## src/rtl/systolic_array_4x4.sv

```systemverilog
// 4x4 output-stationary systolic matrix multiplier (C = L x R), serial byte load and unload.
// Optional build macro SYSTOLIC_SAT_OUT_EN: results saturate at 2^DATA_W-1 instead of truncating.
module systolic_array_4x4 #(
  parameter int DATA_W = 8,
  parameter int N      = 4,
  parameter int ACC_W  = 20
) (
  input  logic              clk_p,
  input  logic              rstn_p,
  input  logic              en_p,
  input  logic [DATA_W-1:0] p_shift_in,
  output logic [DATA_W-1:0] p_shift_out,
  output logic              ack_p
);

`ifdef SYSTOLIC_SAT_OUT_EN
  localparam bit SAT_OUT = 1'b1;
`else
  localparam bit SAT_OUT = 1'b0;
`endif

  typedef enum logic [2:0] {
    S_IDLE    = 3'd0,
    S_LOAD    = 3'd1,
    S_COMPUTE = 3'd2,
    S_OUTPUT  = 3'd3,
    S_DONE    = 3'd4
  } state_t;

  state_t r_state;
  state_t w_next;

  logic [4:0]          r_cnt;
  logic [DATA_W-1:0]   r_l   [N][N];
  logic [DATA_W-1:0]   r_r   [N][N];
  logic [DATA_W-1:0]   r_a   [N][N];
  logic [DATA_W-1:0]   r_b   [N][N];
  logic [ACC_W-1:0]    r_acc [N][N];

  logic [3:0]          w_dl     [N];
  logic [3:0]          w_dr     [N];
  logic [DATA_W-1:0]   w_feed_l [N];
  logic [DATA_W-1:0]   w_feed_r [N];
  logic [DATA_W-1:0]   w_a_in   [N][N];
  logic [DATA_W-1:0]   w_b_in   [N][N];
  logic [2*DATA_W-1:0] w_prod   [N][N];

  logic w_load_last;
  logic w_comp_last;
  logic w_out_last;

  assign w_load_last = (r_cnt == 5'd31);
  assign w_comp_last = (r_cnt == 5'd10);
  assign w_out_last  = (r_cnt == 5'd15);

  // Every acc bit is read so the truncating build and the saturating build share one datapath.
  function automatic logic [DATA_W-1:0] f_out_byte(input logic [ACC_W-1:0] acc);
    if (SAT_OUT && (|acc[ACC_W-1:DATA_W])) begin
      f_out_byte = {DATA_W{1'b1}};
    end else begin
      f_out_byte = acc[DATA_W-1:0];
    end
  endfunction

  // State register
  always_ff @(posedge clk_p or negedge rstn_p) begin
    if (!rstn_p) begin
      r_state <= S_IDLE;
    end else begin
      r_state <= w_next;
    end
  end

  // Next-state logic; dropping en_p mid-load abandons the job
  always_comb begin
    w_next = r_state;
    case (r_state)
      S_IDLE: begin
        if (en_p) w_next = S_LOAD;
        else      w_next = S_IDLE;
      end
      S_LOAD: begin
        if (!en_p)            w_next = S_IDLE;
        else if (w_load_last) w_next = S_COMPUTE;
        else                  w_next = S_LOAD;
      end
      S_COMPUTE: begin
        if (w_comp_last) w_next = S_OUTPUT;
        else             w_next = S_COMPUTE;
      end
      S_OUTPUT: begin
        if (w_out_last) w_next = S_DONE;
        else            w_next = S_OUTPUT;
      end
      S_DONE:  w_next = S_DONE;
      default: w_next = S_IDLE;
    endcase
  end

  // Phase counter: capture index, compute cycle, or output index
  always_ff @(posedge clk_p or negedge rstn_p) begin
    if (!rstn_p) begin
      r_cnt <= 5'd0;
    end else begin
      case (r_state)
        S_LOAD: begin
          if (!en_p || w_load_last) r_cnt <= 5'd0;
          else                      r_cnt <= r_cnt + 5'd1;
        end
        S_COMPUTE: begin
          if (w_comp_last) r_cnt <= 5'd0;
          else             r_cnt <= r_cnt + 5'd1;
        end
        S_OUTPUT: begin
          if (w_out_last) r_cnt <= 5'd0;
          else            r_cnt <= r_cnt + 5'd1;
        end
        default: r_cnt <= 5'd0;
      endcase
    end
  end

  // Operand capture: L rows arrive column 3 first, R columns arrive row 3 first
  always_ff @(posedge clk_p or negedge rstn_p) begin
    if (!rstn_p) begin
      for (int i = 0; i < N; i++) begin
        for (int j = 0; j < N; j++) begin
          r_l[i][j] <= {DATA_W{1'b0}};
          r_r[i][j] <= {DATA_W{1'b0}};
        end
      end
    end else if ((r_state == S_LOAD) && en_p) begin
      if (!r_cnt[4]) r_l[r_cnt[3:2]][~r_cnt[1:0]] <= p_shift_in;
      else           r_r[~r_cnt[1:0]][r_cnt[3:2]] <= p_shift_in;
    end
  end

  // Skewed edge feed: row i / column j see element (t - i) / (t - j), zero outside the window
  always_comb begin
    for (int i = 0; i < N; i++) begin
      w_dl[i]     = r_cnt[3:0] - 4'(i);
      w_dr[i]     = r_cnt[3:0] - 4'(i);
      w_feed_l[i] = {DATA_W{1'b0}};
      w_feed_r[i] = {DATA_W{1'b0}};
      if ((r_state == S_COMPUTE) && (r_cnt[3:0] >= 4'(i)) && (w_dl[i] < 4'd4)) begin
        w_feed_l[i] = r_l[i][w_dl[i][1:0]];
        w_feed_r[i] = r_r[w_dr[i][1:0]][i];
      end else begin
        w_feed_l[i] = {DATA_W{1'b0}};
        w_feed_r[i] = {DATA_W{1'b0}};
      end
    end
  end

  // PE operand routing and products
  always_comb begin
    for (int i = 0; i < N; i++) begin
      w_a_in[i][0] = w_feed_l[i];
      w_b_in[0][i] = w_feed_r[i];
    end
    for (int i = 0; i < N; i++) begin
      for (int j = 1; j < N; j++) begin
        w_a_in[i][j] = r_a[i][j-1];
        w_b_in[j][i] = r_b[j-1][i];
      end
    end
    for (int i = 0; i < N; i++) begin
      for (int j = 0; j < N; j++) begin
        w_prod[i][j] = {{DATA_W{1'b0}}, w_a_in[i][j]} * {{DATA_W{1'b0}}, w_b_in[i][j]};
      end
    end
  end

  // PE grid: accumulate and forward operands; IDLE clears it for the next job
  always_ff @(posedge clk_p or negedge rstn_p) begin
    if (!rstn_p) begin
      for (int i = 0; i < N; i++) begin
        for (int j = 0; j < N; j++) begin
          r_acc[i][j] <= {ACC_W{1'b0}};
          r_a[i][j]   <= {DATA_W{1'b0}};
          r_b[i][j]   <= {DATA_W{1'b0}};
        end
      end
    end else if (r_state == S_IDLE) begin
      for (int i = 0; i < N; i++) begin
        for (int j = 0; j < N; j++) begin
          r_acc[i][j] <= {ACC_W{1'b0}};
          r_a[i][j]   <= {DATA_W{1'b0}};
          r_b[i][j]   <= {DATA_W{1'b0}};
        end
      end
    end else if (r_state == S_COMPUTE) begin
      for (int i = 0; i < N; i++) begin
        for (int j = 0; j < N; j++) begin
          r_acc[i][j] <= r_acc[i][j] + {{(ACC_W-2*DATA_W){1'b0}}, w_prod[i][j]};
          r_a[i][j]   <= w_a_in[i][j];
          r_b[i][j]   <= w_b_in[i][j];
        end
      end
    end
  end

  // Registered result stream, row-major
  always_ff @(posedge clk_p or negedge rstn_p) begin
    if (!rstn_p) begin
      p_shift_out <= {DATA_W{1'b0}};
      ack_p       <= 1'b0;
    end else if (r_state == S_OUTPUT) begin
      p_shift_out <= f_out_byte(r_acc[r_cnt[3:2]][r_cnt[1:0]]);
      ack_p       <= 1'b1;
    end else begin
      p_shift_out <= {DATA_W{1'b0}};
      ack_p       <= 1'b0;
    end
  end

endmodule

```

## config.mk

```make
export PLATFORM = sky130hd
export DESIGN_NAME = systolic_array_4x4
export DESIGN_NICKNAME = d
export VERILOG_FILES = /design/src/rtl/systolic_array_4x4.sv
export SDC_FILE = /design/constraint.sdc
export NUM_CORES = 2
export LEC_CHECK = 0
export ABC_CLOCK_PERIOD_IN_PS = 5870
export BUFFER_PORTS_ARGS = -buffer_cell sky130_fd_sc_hd__clkbuf_2
export CORE_ASPECT_RATIO = 0.8
export CORE_MARGIN = 4
export CORE_UTILIZATION = 35
export CTS_BUF_LIST = sky130_fd_sc_hd__clkbuf_8
export DETAILED_ROUTE_END_ITERATION = 6
export SYNTH_ARGS = -nofsm -noshare
export SYNTH_HDL_FRONTEND = slang
export SYNTH_SLANG_ARGS = --single-unit
```

## constraint.sdc

```tcl
create_clock -name clk_p -period 5.87 [get_ports clk_p]
set_input_delay 0.8805 -clock clk_p [delete_from_list [all_inputs] [get_ports clk_p]]
set_output_delay 0.8805 -clock clk_p [all_outputs]
set_load 0.03 [all_outputs]
```

==> results summary <==
The area growth from synthesis to layout came out at 9.233%. Fill cells in the final layout number 11650. The checks that failed: max-slew violations. The kind of end point of the critical path is a flop. Global routing consumed, on the met2 layer, 26.52% of the routing resources. The total track usage is 18.01%. For this configuration, the core starts out at a cell density of a little over a third. The width of the chip came out at 396.3 um.

In this run the worst hold path is classified as input pin to async pin. The critical path in this run is classified as flop to flop. IR analysis of the VDD net gives a maximum drop of 0.1464 mV. The run finished, with violations left. The most used flip-flop cell after synthesis is dfrtp_1.

The total overflow left after global routing is 0. The overall routed net length came out at 111700 um. The floorplan has 113 rows. The async set-reset flop share out of synthesis came out at 100.0%. The data required time at the worst endpoint came out at ~6.4 ns. The number of pins exceeding their max-slew limit in the final report was 55. The buffers inserted during post-CTS setup optimization came out at 0. The post-synthesis register bit count came out at 593.

Summing every instance area after synthesis gives 42210 sq um. The maximum clock skew at final layout is around 0.056 ns. The total count of hold-check failures in the final report was 0. The CTS tree is done.

The placed instance count came out at between 5000 and 6000. Max-cap violations in this run came to 0. The met1 usage is 26.45%. The sequential-to-total area share from yosys stat is 35.15%. The first global-routing pass estimated 178800 um of wire. The area of the core region came out at about 120000 sq um. Entering global routing, the biggest net connects 217 pins. Summed over all nets, the half-perimeter wirelength after detailed placement is 80870 um. Global routing consumed, on the met3 layer, 4.535% of the routing resources. The insertion delay to the later sink of the worst-skew pair came out at 0.77 ns. After global routing, the most crowded layer is met2.

The final number of setup-violating endpoints is 0. The last weighted congestion value of the routability-driven placer came out at 0.8838. In the final timing run, aggregate negative setup slack is 0 ns. In the final layout, the share of cells above drive strength 1 is 14.10%. The first-iteration detailed-routing DRC count came out at 2117. The number of buffers inserted by port buffering came out at 19. In the final routed layout, each cell accounts on average for 19.35 um. Yosys printed 0 warnings. The total number of vias came out at 28600. The worst setup path is launched from a flop. The count of cells in the finished layout, fillers not included, comes to 5773. 20 I/O pins were placed. The synthesized instance count came out at 4138. The static power due to leakage came out at 23.40 nW.

Along the worst path, the maximum fanout reaches 23. The net count of the finished layout is 4663. The clock input transition at the sequential cells of the worst setup and hold paths came out at roughly 0.07 ns. The mean number of vias per cell came out at 4.954.

The number of antenna violations at the first check in global routing was 5. The clock sink count is between 500 and 600. Data arrives at the worst endpoint at 6.05 ns. The final antenna-violating net count came out at 0. The worst path uses 93.42% of the clock period. The first-pass iteration count of the detailed router is 5.

The total nets after synthesis is 4721. The number of hold buffers added after CTS came out at 0. The root buffer cell chosen for the clock tree is clkbuf_8. The via count of the first global-routing pass came out at 29780. The average size of a mapped cell is slightly above 10 sq um. The post-route DRC violation count came out at 0. The power per standard cell area came out at 194.4 nW/um^2. Counting the buffers created by CTS gives 102. The die span in y is 318.6 um. The die covers 126300 sq um. The number of enable-type register cells in the synthesized netlist came out at 0. The clock period minus worst slack is 5.484 ns. Setup repair after global routing left no endpoint under its margin. The CTS H-tree depth came out at 3. The achievable frequency is ~0.18 GHz. The transition at the pin with the smallest max-transition slack came out at 1.551 ns.

The normalized max-slew margin is -3.379%. The number of unique standard cell types used by synthesis is 44. The longest clock path from root to sink contains 3 buffers.
## final cells by class
cell class,instances,area [sq um],area share (%)
antenna,1,2.502,0.005427
clock buffer,129,1775,3.850
clock inverter,57,479.2,1.039
inverter,623,2338,5.071
multi-input combinational,2710,24190,52.47
sequential,593,14850,32.21
tap,1610,2014,4.369
timing repair buffer,50,457.9,0.9931
## final timing paths
path / startpoint / endpoint / slack [ns] / cells past startpoint
max: r_cnt[2] / r_acc[147] / 0.39 / 22
max in group asynchronous: rstn_p / r_l[29] / 4.55 / 2
min: rstn_p / r_acc[1] / 0.06 / 1
min in group clk_p: r_b[63] / r_b[63] / 0.48 / 2
max reg2reg: r_cnt[2] / r_acc[147] / 0.39 / 22
min reg2reg: r_b[63] / r_b[63] / 0.48 / 2
## where the power goes
| part | total, mW | switching, mW | internal, mW |
|---|---|---|---|
| Combinational | 0.579 | 0.425 | 0.154 |
| Clock | 4.18 | 1.85 | 2.33 |
| Sequential | 4.21 | 0.0405 | 4.17 |
## per-layer routing
| layer | vias up | wire [um] |
|---|---|---|
| met3 | 164 | 8037 |
| met2 | 758 | 47740 |
| li1 | 13150 | - |
| met1 | 14530 | 53180 |
| met4 | 0 | 2733 |
| met5 | - | 0 |
## cells in the mapped netlist, types with 8 or more instances
cell | n | area share [%]
xnor2_1 | 233 | 4.8
a22o_1 | 22 | 0.46
mux2_2 | 256 | 6.8
buf_2 | 18 | 0.21
a21o_1 | 64 | 1.1
xor2_1 | 51 | 1.1
nor2_1 | 32 | 0.28
a21oi_1 | 42 | 0.50
inv_1 | 622 | 5.5
clkbuf_1 | 177 | 1.6
nand3_1 | 227 | 2.7
buf_1 | 8 | 0.071
o21ai_0 | 77 | 0.91
fa_1 | 288 | 14
and2_1 | 127 | 1.9
o22ai_1 | 32 | 0.47
mux4_2 | 104 | 5.5
and3_1 | 72 | 1.1
dfrtp_1 | 593 | 35
ha_1 | 284 | 8.4
nand2_1 | 759 | 6.7
## timing repair
action / 4_1_cts / 5_1_grt
resized for setup: 0 / 2
endpoints found under the hold margin: 0 / 0
setup endpoints to repair: 0 / 2
## logic make-up (layout without fill, tap and decap cells)
group           after synthesis  in the layout  synth area share (%)
simple gates               1244           1244                 13.09
buf+inv                     835            859                 7.614
flops                       593            593                 35.15
fa+ha+maj                   572            572                 22.08
mux                         361            361                 12.40
xor+xnor                    284            284                 5.892
compound gates              249            249                 3.776
other cells                   0              1                     0
## registers in the layout, indices dropped and copies added, names as in the netlist
| name | flops |
|---|---|
| r_state | 3 |
| r_acc | 128 |
| r_cnt | 5 |
| ack_p | 1 |
| r_l | 128 |
| r_r | 128 |
| r_a | 96 |
| r_b | 96 |
| p_shift_out | 8 |
## cell usage in the layout, fill, tap and decap left out, drive strengths merged
| cell type | instances |
|---|---|
| bufinv | 8 |
| nor3 | 5 |
| xor2 | 51 |
| buf | 32 |
| o31ai | 8 |
| and3b | 1 |
| dfrtp | 593 |
| a211oi | 1 |
| a32oi | 1 |
| a21oi | 42 |
| a21o | 64 |
| clkinvlp | 3 |
| mux2i | 1 |
| o21ai | 77 |
| nand3 | 227 |
| nand4 | 1 |
| mux4 | 104 |
| a22o | 22 |
| ha | 284 |
| xnor2 | 233 |
| and3 | 72 |
| nand2 | 760 |
| a31oi | 1 |
| nand3b | 1 |
| fa | 288 |
| o21a | 1 |
| or2 | 1 |
| o22ai | 32 |
| nor3b | 3 |
| diode | 1 |
| nand2b | 1 |
| clkinv | 13 |
| inv | 656 |
| and2 | 133 |
| nor2 | 34 |
| nor2b | 5 |
| mux2 | 256 |
| clkbuf | 147 |
## stage by stage
step | instance area [sq um] | hold slack [ns] | power (mW) | utilization (%) | setup WS [ns]
floorplan | 42210 | 0.4386 | 4.627 | - | 0.2937
global placement | 43850 | 0.4530 | 4.858 | 36.79 | 0.5304
detailed placement | 43850 | 0.4611 | 4.868 | 36.79 | 0.3796
CTS | 46100 | 0.02939 | 9.070 | 38.68 | 0.3321
global route | 46110 | 0.04990 | 9.314 | 38.69 | 0.02057
finish | 46110 | 0.06322 | 8.962 | 38.69 | 0.3860
## worst max-delay path, stage by stage (launching register included)
cell and delay, ns:
dfrtp_2 0.40, inv_1 0.21, ha_1 0.25, a211oi_1 0.09, nor3_1 0.14, a21oi_1 0.10
nor3b_4 0.33, buf_6 0.25, and2_1 0.24, nand2_1 0.10, fa_1 0.53, inv_1 0.05
fa_1 0.45, ha_1 0.29, inv_1 0.05, fa_1 0.52, inv_1 0.07, fa_1 0.46
a21o_1 0.17, a21oi_1 0.17, xnor2_1 0.15, and3_1 0.21, o31ai_2 0.07
(Power assumes the default switching activity.)
